File: config.mk
export PLATFORM = sky130hd
export DESIGN_NAME = branch_target_table
export DESIGN_NICKNAME = d
export VERILOG_FILES = /design/src/rtl/branch_target_table.sv
export SDC_FILE = /design/constraint.sdc
export NUM_CORES = 1
export LEC_CHECK = 0
export ABC_AREA = 1
export BUFFER_PORTS_ARGS = -buffer_cell sky130_fd_sc_hd__buf_4
export CAP_MARGIN = 15
export CORE_MARGIN = 10
export CORE_UTILIZATION = 30
export CTS_BUF_LIST = sky130_fd_sc_hd__clkbuf_16
export CTS_CLUSTER_SIZE = 12
export DETAILED_ROUTE_END_ITERATION = 8
export PLACE_DENSITY_LB_ADDON = 0.12
export SYNTH_ARGS = -nofsm -noshare
export SYNTH_HDL_FRONTEND = slang
export SYNTH_SLANG_ARGS = --single-unit
File: constraint.sdc
create_clock -name clk -period 3.4 [get_ports clk]
set_clock_uncertainty 0.1 [all_clocks]
set_input_delay 0.51 -clock clk [delete_from_list [all_inputs] [get_ports clk]]
set_output_delay 0.51 -clock clk [all_outputs]
set_load 0.01 [all_outputs]
File: src/rtl/branch_target_table.sv
// Runtime-programmable branch target table: indexed lookup with one-cycle
// registered result and a timed bulk-invalidate sweep. Optional macro BTT_WR_BYPASS_EN.
module branch_target_table #(
  parameter int                 IDX_W     = 5,
  parameter int                 DEPTH     = 32,
  parameter int                 ADDR_W    = 16,
  parameter logic [ADDR_W-1:0]  MISS_ADDR = '0
) (
  input  logic              clk,
  input  logic              rst_n,
  input  logic              wr_en,
  input  logic [IDX_W-1:0]  wr_idx,
  input  logic [ADDR_W-1:0] wr_addr,
  input  logic              clr,
  input  logic              rd_en,
  input  logic [IDX_W-1:0]  rd_idx,
  output logic [ADDR_W-1:0] targ_addr,
  output logic              targ_hit,
  output logic              targ_valid,
  output logic              busy,
  output logic [IDX_W:0]    valid_cnt
);

  localparam int             AW       = (DEPTH > 1) ? $clog2(DEPTH) : 1;
  localparam logic [IDX_W:0] DEPTH_W  = (IDX_W+1)'(DEPTH);
  localparam logic [AW-1:0]  LAST_PTR = AW'(DEPTH - 1);

  typedef enum logic {S_IDLE, S_SWEEP} state_t;

  state_t              state_reg, state_next;
  logic [AW-1:0]       ptr_reg, ptr_next;
  logic [DEPTH-1:0]    valid_reg, valid_next;
  logic [IDX_W:0]      cnt_reg, cnt_next;
  logic [ADDR_W-1:0]   mem [DEPTH];

  logic [ADDR_W-1:0]   addr_reg, addr_next;
  logic                hit_reg, hit_next;
  logic                tvalid_reg;

  logic                busy_int;
  logic                sweeping;
  logic                wr_in_range, rd_in_range;
  logic                wr_accept;
  logic                rd_hit_stored;
  logic                rd_bypass;
  logic [AW-1:0]       wr_slot, rd_slot;
  logic                cnt_inc, cnt_dec;

  assign wr_slot     = wr_idx[AW-1:0];
  assign rd_slot     = rd_idx[AW-1:0];
  assign wr_in_range = ({1'b0, wr_idx} < DEPTH_W);
  assign rd_in_range = ({1'b0, rd_idx} < DEPTH_W);

  // A clr pulse in the same cycle takes priority and drops the write.
  assign wr_accept   = wr_en & ~busy_int & ~clr & wr_in_range;
  assign sweeping    = (state_reg == S_SWEEP);

  // ---------------- sweep FSM: state register ----------------
  always_ff @(posedge clk or negedge rst_n) begin
    if (!rst_n) begin
      state_reg <= S_IDLE;
      ptr_reg   <= '0;
    end else begin
      state_reg <= state_next;
      ptr_reg   <= ptr_next;
    end
  end

  // ---------------- sweep FSM: next state ----------------
  always_comb begin
    state_next = state_reg;
    ptr_next   = ptr_reg;
    unique case (state_reg)
      S_IDLE: begin
        if (clr) begin
          state_next = S_SWEEP;
          ptr_next   = '0;
        end
      end
      S_SWEEP: begin
        ptr_next = ptr_reg + AW'(1);
        if (ptr_reg == LAST_PTR) begin
          state_next = S_IDLE;
          ptr_next   = '0;
        end
      end
      default: begin
        state_next = S_IDLE;
        ptr_next   = '0;
      end
    endcase
  end

  // ---------------- sweep FSM: outputs ----------------
  always_comb begin
    busy_int = 1'b0;
    if (state_reg == S_SWEEP) busy_int = 1'b1;
  end

  // ---------------- valid vector, one next-state term per entry ----------------
  generate
    for (genvar gi = 0; gi < DEPTH; gi++) begin : g_valid
      always_comb begin
        valid_next[gi] = valid_reg[gi];
        if (wr_accept && (wr_slot == AW'(gi)))
          valid_next[gi] = 1'b1;
        else if (sweeping && (ptr_reg == AW'(gi)))
          valid_next[gi] = 1'b0;
      end
    end
  endgenerate

  // Writes and sweep clears never coincide, so at most one of inc/dec is set.
  assign cnt_inc  = wr_accept & ~valid_reg[wr_slot];
  assign cnt_dec  = sweeping & valid_reg[ptr_reg];

  always_comb begin
    cnt_next = cnt_reg;
    if (cnt_inc)
      cnt_next = cnt_reg + (IDX_W+1)'(1);
    else if (cnt_dec)
      cnt_next = cnt_reg - (IDX_W+1)'(1);
  end

  always_ff @(posedge clk or negedge rst_n) begin
    if (!rst_n) begin
      valid_reg <= '0;
      cnt_reg   <= '0;
    end else begin
      valid_reg <= valid_next;
      cnt_reg   <= cnt_next;
    end
  end

  // ---------------- data array (not reset) ----------------
  always_ff @(posedge clk) begin
    if (wr_accept)
      mem[wr_slot] <= wr_addr;
  end

  // ---------------- lookup ----------------
  assign rd_hit_stored = rd_en & rd_in_range & ~busy_int & valid_reg[rd_slot];

`ifdef BTT_WR_BYPASS_EN
  // Forward the in-flight write so the same-cycle lookup sees the new target.
  assign rd_bypass = rd_en & wr_accept & (wr_idx == rd_idx);
`else
  assign rd_bypass = 1'b0;
`endif

  always_comb begin
    addr_next = addr_reg;
    hit_next  = hit_reg;
    if (rd_en) begin
      if (rd_bypass) begin
        addr_next = wr_addr;
        hit_next  = 1'b1;
      end else if (rd_hit_stored) begin
        addr_next = mem[rd_slot];
        hit_next  = 1'b1;
      end else begin
        addr_next = MISS_ADDR;
        hit_next  = 1'b0;
      end
    end
  end

  always_ff @(posedge clk or negedge rst_n) begin
    if (!rst_n) begin
      addr_reg   <= MISS_ADDR;
      hit_reg    <= 1'b0;
      tvalid_reg <= 1'b0;
    end else begin
      addr_reg   <= addr_next;
      hit_reg    <= hit_next;
      tvalid_reg <= rd_en;
    end
  end

  assign targ_addr  = addr_reg;
  assign targ_hit   = hit_reg;
  assign targ_valid = tvalid_reg;
  assign busy       = busy_int;
  assign valid_cnt  = cnt_reg;

endmodule
# Yosys cells after proc, flatten, opt, wreduce, memory -nomap -nowiden
# Memory sizes are Yosys's and may differ from the RTL's.
# Cells that the tools add are included.
[classes]
bitwise_logic = 10
shift = 0
n_div = 0
n_mul = 0
magnitude_cmp = 3
reduce_logical = 99
eq_ne = 63
addsub = 3
n_mux = 83
[ops]
columns = ["operator", "count"]
rows = [
  ["$eq 5x5->1 const B", 32],
  ["$eq 5x4->1 const B", 16],
  ["$mux 1", 73],
  ["$reduce_bool 2->1", 33],
  ["$logic_and 1x1->1", 64],
  ["$eq 5x3->1 const B", 8],
  ["$eq 5x2->1 const B", 4],
  ["$lt 5x6->1 const B", 3],
  ["$mux 16", 1],
  ["$bmux 1 s5", 3],
  ["$mux 6", 2],
  ["$eq 5x1->1 const B", 2],
  ["$logic_not 5->1", 2],
  ["$mux 5", 2],
  ["$pmux 5 s2", 1],
  ["$add 6x1->6 const B", 1],
  ["$and 1x1->1", 6],
  ["$sub 6x1->6 const B", 1],
  ["$add 5x1->5 const B", 1],
  ["$not 1->1", 4],
  ["$ne 2x2->1 const B", 1],
  ["$pmux 1 s2", 1],
]
[totals]
mem_count = 1
romBits = 0
word_cells = 300
latchBits = 0
input_bits = 31
regBits = 62
out_inout_bits = 25
ramBits = 512
[memory_table]
columns = ["memory", "words", "width", "read_ports", "rd_clocked_by_memory_dff", "write_ports", "line", "source"]
rows = [
  ["mem", 32, 16, 1, 0, 1, "34", "logic [ADDR_W-1:0] mem [DEPTH];"],
]

# Logic depth before layout (Yosys ltp)
# Gate-level depths: netlist of run 1.
[logic_depth]
ltp_word = 6
mapped_depth = 20
ltp_nobuf = 19

# Worst setup path after synthesis of run 1
# Ideal clock, no wire load.
[synth_path]
kind = "input to register"
from = "input wr_idx[0]"
to = "register cnt_reg[5] (netlist: valid_cnt[5])"
cell_stages = 19
required_ns = 3.183
arrival_time_ns = 2.508
path_buffers = 1
setup_slack_ns = 0.675
setup_ns = 0.117
cell_sequence = "buf_2 -> nand2_1 -> nor2_1 -> nor2_1 -> nand2_1 -> nand2_1 -> nand2_1 -> o21bai_1 -> nand2_2 -> ha_1 -> a21oi_1 -> nand2_1 -> a21o_1 -> a21oi_1 -> inv_1 -> nand3_1 -> nand2_1 -> nand2_1 -> nand2_1"
[synth_via]
elab_chain_len = 5
word_cells_on_any_way = 6
classes_between = "mux (3); bitwise (2); reduce/logical (1)"
[synth_lines]
columns = ["item", "line", "source"]
rows = [
  ["start, declared", "12", "input logic [IDX_W-1:0] wr_idx,"],
  ["$bmux 1 s5 *", "114", "assign cnt_inc = wr_accept & ~valid_reg[wr_slot];"],
  ["$mux 1 (not written as such) *", "114", ""],
  ["$not 1->1 *", "114", ""],
  ["$and 1x1->1 *", "114", ""],
  ["$mux 6 / $reduce_bool 2->1 (equally long branches)", "-", ""],
  ["end signal, assigned", "131", "cnt_reg <= cnt_next;"],
  ["end, declared", "33", "logic [IDX_W:0] cnt_reg, cnt_next;"],
]
# Every way passes the cells marked *; elsewhere a longest branch is shown, timed or not. The select of a mux whose other input is x is not followed.
# A chain may end at the register's enable or synchronous reset.

# Worst setup path in the final report of run 1
[layout_path]
from = "register valid_reg[19]"
to = "register cnt_reg[5] (netlist: valid_cnt[5])"
[layout_via]
elab_chain_len = 5
word_cells_on_any_way = 9
classes_between = "mux (5); bitwise (3); reduce/logical (1)"
[layout_lines]
columns = ["item", "line", "source"]
rows = [
  ["start, declared", "32", "logic [DEPTH-1:0] valid_reg, valid_next;"],
  ["start signal, assigned", "130", "valid_reg <= valid_next;"],
  ["$bmux 1 s5", "114", ""],
  ["$mux 1 (not written as such)", "114", ""],
  ["$not 1->1", "114", ""],
  ["$and 1x1->1", "114", ""],
  ["$mux 6 / $reduce_bool 2->1 (equally long branches)", "-", ""],
]
# Several ways; a longest one is shown, not always the timed one. The select of a mux whose other input is x is not followed.

==> run_results.csv, run 1 <==
group,metric,value,unit
synth,synthArstFlopShare,10.8,%
floorplanning,fp.dieH,306,µm
global_route,grt_usage,16.4,%
clock_tree,post_cts_resized,0,
synth,synth_most_common_cell,"nand2_1",
synth,yosysSeqAreaShare,69.0,%
route,drc,0,
timing,max_slew.worst_pin.slew,1.13,ns
global_route,grt_overflow,0,
synth,syn_nets,2282,
synth,synth_top_cell_area_share,62.7,%
synth,synth_area_leaders,"edfxtp_1 (63%), nand2_1 (11%), nand3_1 (10%), dfrtp_1 (6.3%), o21ai_0 (1.7%)",
route,firstDrtPassIters,5,
route,vias,16769,
outcome,outcome,"completed",
setup_path,crit_arrival,3.10,ns
pwr,irDropWorstVdd,0.386,mV
synth,synth_cells,2239,
route,wl,78200,µm
placement,dp_hpwl,44900,µm
finish,area_delta_synth_final,14.4,%
clock_tree,h-tree-depth,2,
timing,period_needed,2.70,ns
clock_tree,cts_buffers,61,
global_route,antenna_found_initial,2,
clock_tree,clk_latency,0.64,ns
synth,synth_cell_types,34,
finish,instances_no_fill,3407,
route,vias_per_cell,4.92,
setup_path,critPathKind,"reg2reg",
synth,synth_top_family_by_area,"simple AND/OR/NAND/NOR gates",
synth,ys_top_cells_by_count,"nand2_1 (700), edfxtp_1 (512), nand3_1 (503), o21ai_0 (83), nor2_1 (71)",
synth,synth_area,24500,µm²
synth,synth.area.mux_share,0,%
pwr,p_total,17100,µW
setup_path,crit_path_start_kind,"flop",
timing,finalMaxSlewViolations,0,
timing,hold_viol_final,0,
setup_path,worstPathRequired,3.80,ns
timing,setup_viol,0,
pwr,leakage,0.0104,µW
floorplanning,initial_core_util,30.4,%
synth,synth-compound-area-share,2.96,%
route,avgRoutedWirePerCell,22.9,µm
floorplanning,dieArea,93600,µm²
placement,io_buffers,55,
synth,syn_avg_cell_area,11.0,µm²
timing,max_freq,370,MHz
timing,tns,0,ns
min_path,min_path_type,"in2reg",
synth,yosys.area_share.simple,22.7,%
setup_path,crit_fanout,7,
synth,ys_seq_elements,574,
route,postRouteAntennaNets,0,
clock_tree,cts_setup_buffers,0,
placement,gp_congestion,0.891,
route,dr.first_iter.drc_count,1252,
finish,layout.nets,2336,
finish,largest_register_ffs,512,
placement,dp_cells,3288,
floorplanning,io_pins,56,
floorplanning,rows,104,
timing,relSlewSlack,24.8,%
finish,drive_above_1_share,10.2,%
synth,synthAdderAreaFrac,0.642,%
pwr,power_density,609,nW/µm²
setup_path,crit_path_end_kind,"flop",
flow_run,maxCapViolCount,0,
clock_tree,clk_pin_slew_worst_paths,0.06,ns
global_route,grt_start_max_net_pins,140,
timing,post-route-period-util,79.4,%
synth,yosys_warnings,0,
floorplanning,die_w,306,µm
synth,synthFlopType,"edfxtp_1",
floorplanning,core_area,80800,µm²
timing,rsz0062_at_grt,"no",
clock_tree,cts_buffer_depth,3,
synth,yosys.area_share.xor_xnor,0.143,%
synth,yosysTopAreaCell,"edfxtp_1",
global_route,first_global_vias,16299,
synth,synth_edf_count,512,
clock_tree,clock-root-buffer,"clkbuf_16",
global_route,grt_pass1_wl,115000,µm
clock_tree,cts_sinks,574,
clock_tree,cts_tree,"done",
-- where the power goes --
part,leakage [µW],total (µW),switching (µW),internal [µW]
clock,0.000999,6160,2730,3430
sequential,0.00540,8290,332,7950
combinational,0.00398,2640,1810,829
total,0.0104,17100,4870,12200
-- cell type report --
cell class              count  area (µm²)
fillers                  7988       52700
repair buffers            123        1090
clock inverters            53         294
diodes                      2        5.00
clock buffers              62        1550
inverters                  79         312
multi-input cells        1454        6560
well taps                1060        1330
flip-flops and latches    574       16900
-- worst max-delay path, stage by stage (launching register included) --
cell     delay, ns
dfrtp_1       0.40
inv_1         0.12
nor2_1        0.06
nor2_1        0.11
nand2_1       0.06
nand2_1       0.06
nand2_1       0.05
o21ai_1       0.22
nand2_2       0.16
ha_1          0.36
a21oi_1       0.15
nand2_1       0.09
a21o_1        0.16
a21oi_1       0.17
inv_1         0.06
nand3_1       0.09
nand2_1       0.05
nand2_1       0.05
nand2_1       0.05
-- what timing repair did --
action / 4_1_cts / 5_1_grt
hold endpoints to repair: 63 / 0
endpoints found under the setup margin: 0 / 0
hold buffers: 2 / 0
-- logic make-up (layout without fill, tap and decap cells) --
family                   after synthesis  in the layout
flip-flops                           574            574
AND/OR/NAND/NOR                     1296           1296
other                                  0              2
XOR/XNOR                               4              4
adder cells (fa/ha/maj)               12             12
buffers and inverters                211            317
AO/OA/AOI/OAI                        142            142
-- cell usage in the layout (no fill, tap or decap), types with 4 or more instances in the layout --
cell / instances
clkinv_1: 20
ha_1: 11
buf_12: 12
nor2_2: 32
inv_2: 4
or2_1: 8
clkbuf_16: 62
o21ai_0: 83
dfrtp_1: 62
nand2_1: 700
edfxtp_1: 512
and2_0: 8
buf_4: 107
clkinv_2: 7
a21oi_1: 34
inv_1: 93
nor2_1: 39
o21ai_1: 18
nand3_1: 503
-- per-layer routing --
metal  global-route usage [%]  share of wire, %
met1                     23.1                46
met2                     25.8                45
met3                     2.58               5.8
met4                     4.64               2.7
met5                        0                 0
-- through the flow --
step | hold WS (ns) | area [µm²] | util, % | setup WS, ns
floorplan | 0.114 | 24500 | - | 0.675
global placement | 0.368 | 26200 | 32.4 | 0.305
detailed placement | 0.374 | 26200 | 32.4 | 0.294
CTS | 0.0283 | 28100 | 34.7 | 0.702
global route | 0.0751 | 28100 | 34.7 | 0.376
finish | 0.0589 | 28100 | 34.7 | 0.700
-- final timing paths --
| path | start | end | slack, ns | cells past startpoint |
|---|---|---|---|---|
| max reg2reg | valid_reg[19]$_DFFE_PN0P_ | valid_cnt[5]$_DFFE_PN0P_ | 0.70 | 18 |
| min reg2reg | targ_hit$_DFFE_PN0P_ | targ_hit$_DFFE_PN0P_ | 0.39 | 2 |
| max in group asynchronous | rst_n | targ_addr[12]$_DFFE_PN0P_ | 2.12 | 2 |
| min in group asynchronous | rst_n | targ_addr[9]$_DFFE_PN0P_ | 0.47 | 2 |
| min | clr | state_reg$_DFF_PN0_ | 0.06 | 3 |
| max | valid_reg[19]$_DFFE_PN0P_ | valid_cnt[5]$_DFFE_PN0P_ | 0.70 | 18 |
Power figures use the tool's default switching activity.
==> run 2: changes to the inputs <==
==> constraint.sdc (replaced) <==
create_clock -name clk -period 2.4 [get_ports clk]
set_clock_uncertainty 0.1 [all_clocks]
set_input_delay 0.36 -clock clk [delete_from_list [all_inputs] [get_ports clk]]
set_output_delay 0.36 -clock clk [all_outputs]
set_load 0.01 [all_outputs]
==> run 2 against run 1 <==
Die area unchanged. Total power increased by 52%. Flip-flop and latch count unchanged. Register-to-register slack got worse by 0.70 ns. Via count increased by 2.5%. First-iteration DRC count increased by 13%. Combinational power increased by 82%. Utilization increased by 2.1 points. Final area increased by 6.0%. Critical path type unchanged. Highest routed layer is now met5.
==> run_results.csv, run 2 (same netlist as run 1, synthesis figures left out) <==
group,metric,value,unit
floorplanning,io_pins,56,
setup_path,worstPathRequired,2.79,ns
setup_path,crit_fanout,7,
finish,largest_register_ffs,512,
finish,layout.nets,2453,
route,vias_per_cell,4.88,
pwr,leakage,0.0112,µW
timing,hold_viol_final,0,
clock_tree,cts_tree,"done",
timing,max_slew.worst_pin.slew,0.636,ns
timing,holdWs,0.0400,ns
outcome,outcome,"completed",
setup_path,path_cells,"nand2_1 -> nand2_1 -> nand2_1 -> nand2_1 -> nand2_1 -> nand3_2 -> o21bai_4 -> nand2_4 -> ha_4 -> a21oi_2 -> nand2_1 -> a21o_1 -> a21oi_2 -> inv_1 -> nand3_2 -> nand2_1 -> nand2_1 -> nand2_1",
timing,post-route-period-util,99.8,%
timing,rsz0062_at_grt,"yes",
setup_path,crit_arrival,2.78,ns
finish,area_delta_synth_final,21.2,%
setup_path,crit_path_end_kind,"flop",
global_route,grt_usage,17.0,%
min_path,holdPathStages,4,
timing,relSlewSlack,57.3,%
setup_path,cpPeakStageDelay,0.40,ns
floorplanning,rows,104,
pwr,irDropWorstVdd,0.731,mV
global_route,grt_overflow,0,
timing,finalMaxSlewViolations,0,
clock_tree,clock-root-buffer,"clkbuf_16",
clock_tree,h-tree-depth,3,
timing,max_freq,417,MHz
global_route,first_global_vias,17085,
floorplanning,initial_core_util,30.4,%
finish,fill_cells,7911,
setup_path,crit_path_start_kind,"flop",
clock_tree,cts_buffers,67,
setup_path,critPathSlowestCell,"dfrtp_1",
placement,dp_hpwl,50000,µm
global_route,antenna_found_initial,5,
global_route,grt_start_max_net_pins,67,
timing,period_needed,2.40,ns
timing,tns,0,ns
floorplanning,core_area,80800,µm²
pwr,power_density,872,nW/µm²
floorplanning,dieArea,93600,µm²
setup_path,crit_top_cell,"nand2_1",
floorplanning,die_w,306,µm
clock_tree,cts_buffer_depth,3,
flow_run,maxCapViolCount,0,
timing,setup_viol,0,
clock_tree,clk_pin_slew_worst_paths,0.06,ns
setup_path,critPathKind,"reg2reg",
finish,final_common_cell,"nand2_1",
route,vias,17196,
global_route,grt_pass1_wl,118000,µm
placement,dp_cells,3392,
finish,layout_common_cells,"nand2_1 (698), edfxtp_1 (512), nand3_1 (501), buf_4 (176), inv_1 (83)",
placement,io_buffers,55,
finish,drive_above_1_share,15.9,%
route,firstDrtPassIters,5,
route,drc,0,
route,avgRoutedWirePerCell,22.8,µm
route,dr.first_iter.drc_count,1413,
route,postRouteAntennaNets,0,
route,wl,80500,µm
setup_path,rr_worst_depth,18,
min_path,min_path_type,"in2reg",
placement,gp_congestion,0.885,
clock_tree,clk_latency,0.62,ns
clock_tree,cts_sinks,574,
floorplanning,fp.dieH,306,µm
finish,instances_no_fill,3526,
## run 2: changes by cell type in the layout (fill, tap and decap cells not counted), moves of 4 or more
| cell | previous run | this run |
|---|---|---|
| clkinv_2 | 7 | 13 |
| buf_4 | 107 | 176 |
| inv_1 | 93 | 83 |
| o21ai_0 | 83 | 78 |
| buf_12 | 12 | 54 |
| inv_2 | 4 | 10 |
| o21ai_2 | 1 | 5 |
| clkinv_1 | 20 | 14 |
| clkbuf_16 | 62 | 70 |
## run 2: worst paths after layout
kind | start | endpoint | slack (ns)
setup / recovery | valid_reg[10]$_DFFE_PN0P_ | valid_cnt[5]$_DFFE_PN0P_ | 0.004
hold / removal | clr | state_reg$_DFF_PN0_ | 0.04
setup reg to reg | valid_reg[10]$_DFFE_PN0P_ | valid_cnt[5]$_DFFE_PN0P_ | 0.004
hold reg to reg | targ_hit$_DFFE_PN0P_ | targ_hit$_DFFE_PN0P_ | 0.39
max in group asynchronous | rst_n | state_reg$_DFF_PN0_ | 1.42
min in group asynchronous | rst_n | targ_addr[0]$_DFFE_PN0P_ | 0.18
## run 2: worst max-delay path: cells and delay by family (launching register included)
family          cells  cell delay, ns
buf+inv             1            0.06
flops               1            0.40
fa+ha+maj           1            0.24
compound gates      4            0.64
simple gates       12            0.83
## run 2: repair_timing
action / 4_1_cts / 5_1_grt
hold endpoints to repair: 34 / 0
endpoints found under the setup margin: 2 / 3
cloned: 0 / 0
buffers inserted: 5 / 2
pin swaps: 6 / 9
resized for setup: 12 / 13
hold buffers: 2 / 0
## run 2: area by class of cell
| type | count | area [µm²] | share of cell area [%] |
|---|---|---|---|
| antenna | 3 | 7.51 | 0.0252 |
| clock buffer | 70 | 1750 | 5.89 |
| clock inverter | 52 | 293 | 0.985 |
| inverter | 79 | 312 | 1.05 |
| multi-input combinational | 1454 | 6670 | 22.4 |
| sequential | 574 | 16900 | 56.9 |
| tap | 1060 | 1330 | 4.46 |
| timing repair buffer | 234 | 2450 | 8.23 |
## run 2: report_power, final
group	switching, µW	leakage (µW)	internal [µW]
combinational	2990	0.00468	1810
clock	4170	0.00108	5400
sequential	295	0.00540	11300
total	7450	0.0112	18500
## run 2: per-stage QoR
| stage | area (µm²) | utilization, % | total power, µW | setup WS (ns) |
|---|---|---|---|---|
| finish | 29700 | 36.8 | 25900 | 0.00442 |
| global route | 29700 | 36.8 | 27100 | -0.159 |
| CTS | 29700 | 36.7 | 26100 | 0.00443 |
| detailed placement | 27500 | 34.1 | 16400 | -0.418 |
| global placement | 27500 | 34.1 | 16400 | -0.424 |
| floorplan | 24600 | - | 14200 | -0.00809 |
## run 2: layer usage
layer	part of all wire, %	vias to the layer above	track usage, %
li1	-	8139	-
met1	46	8538	23.0
met2	46	417	27.1
met3	5.6	100	3.27
met4	2.6	2	5.37
met5	0.0087	-	0
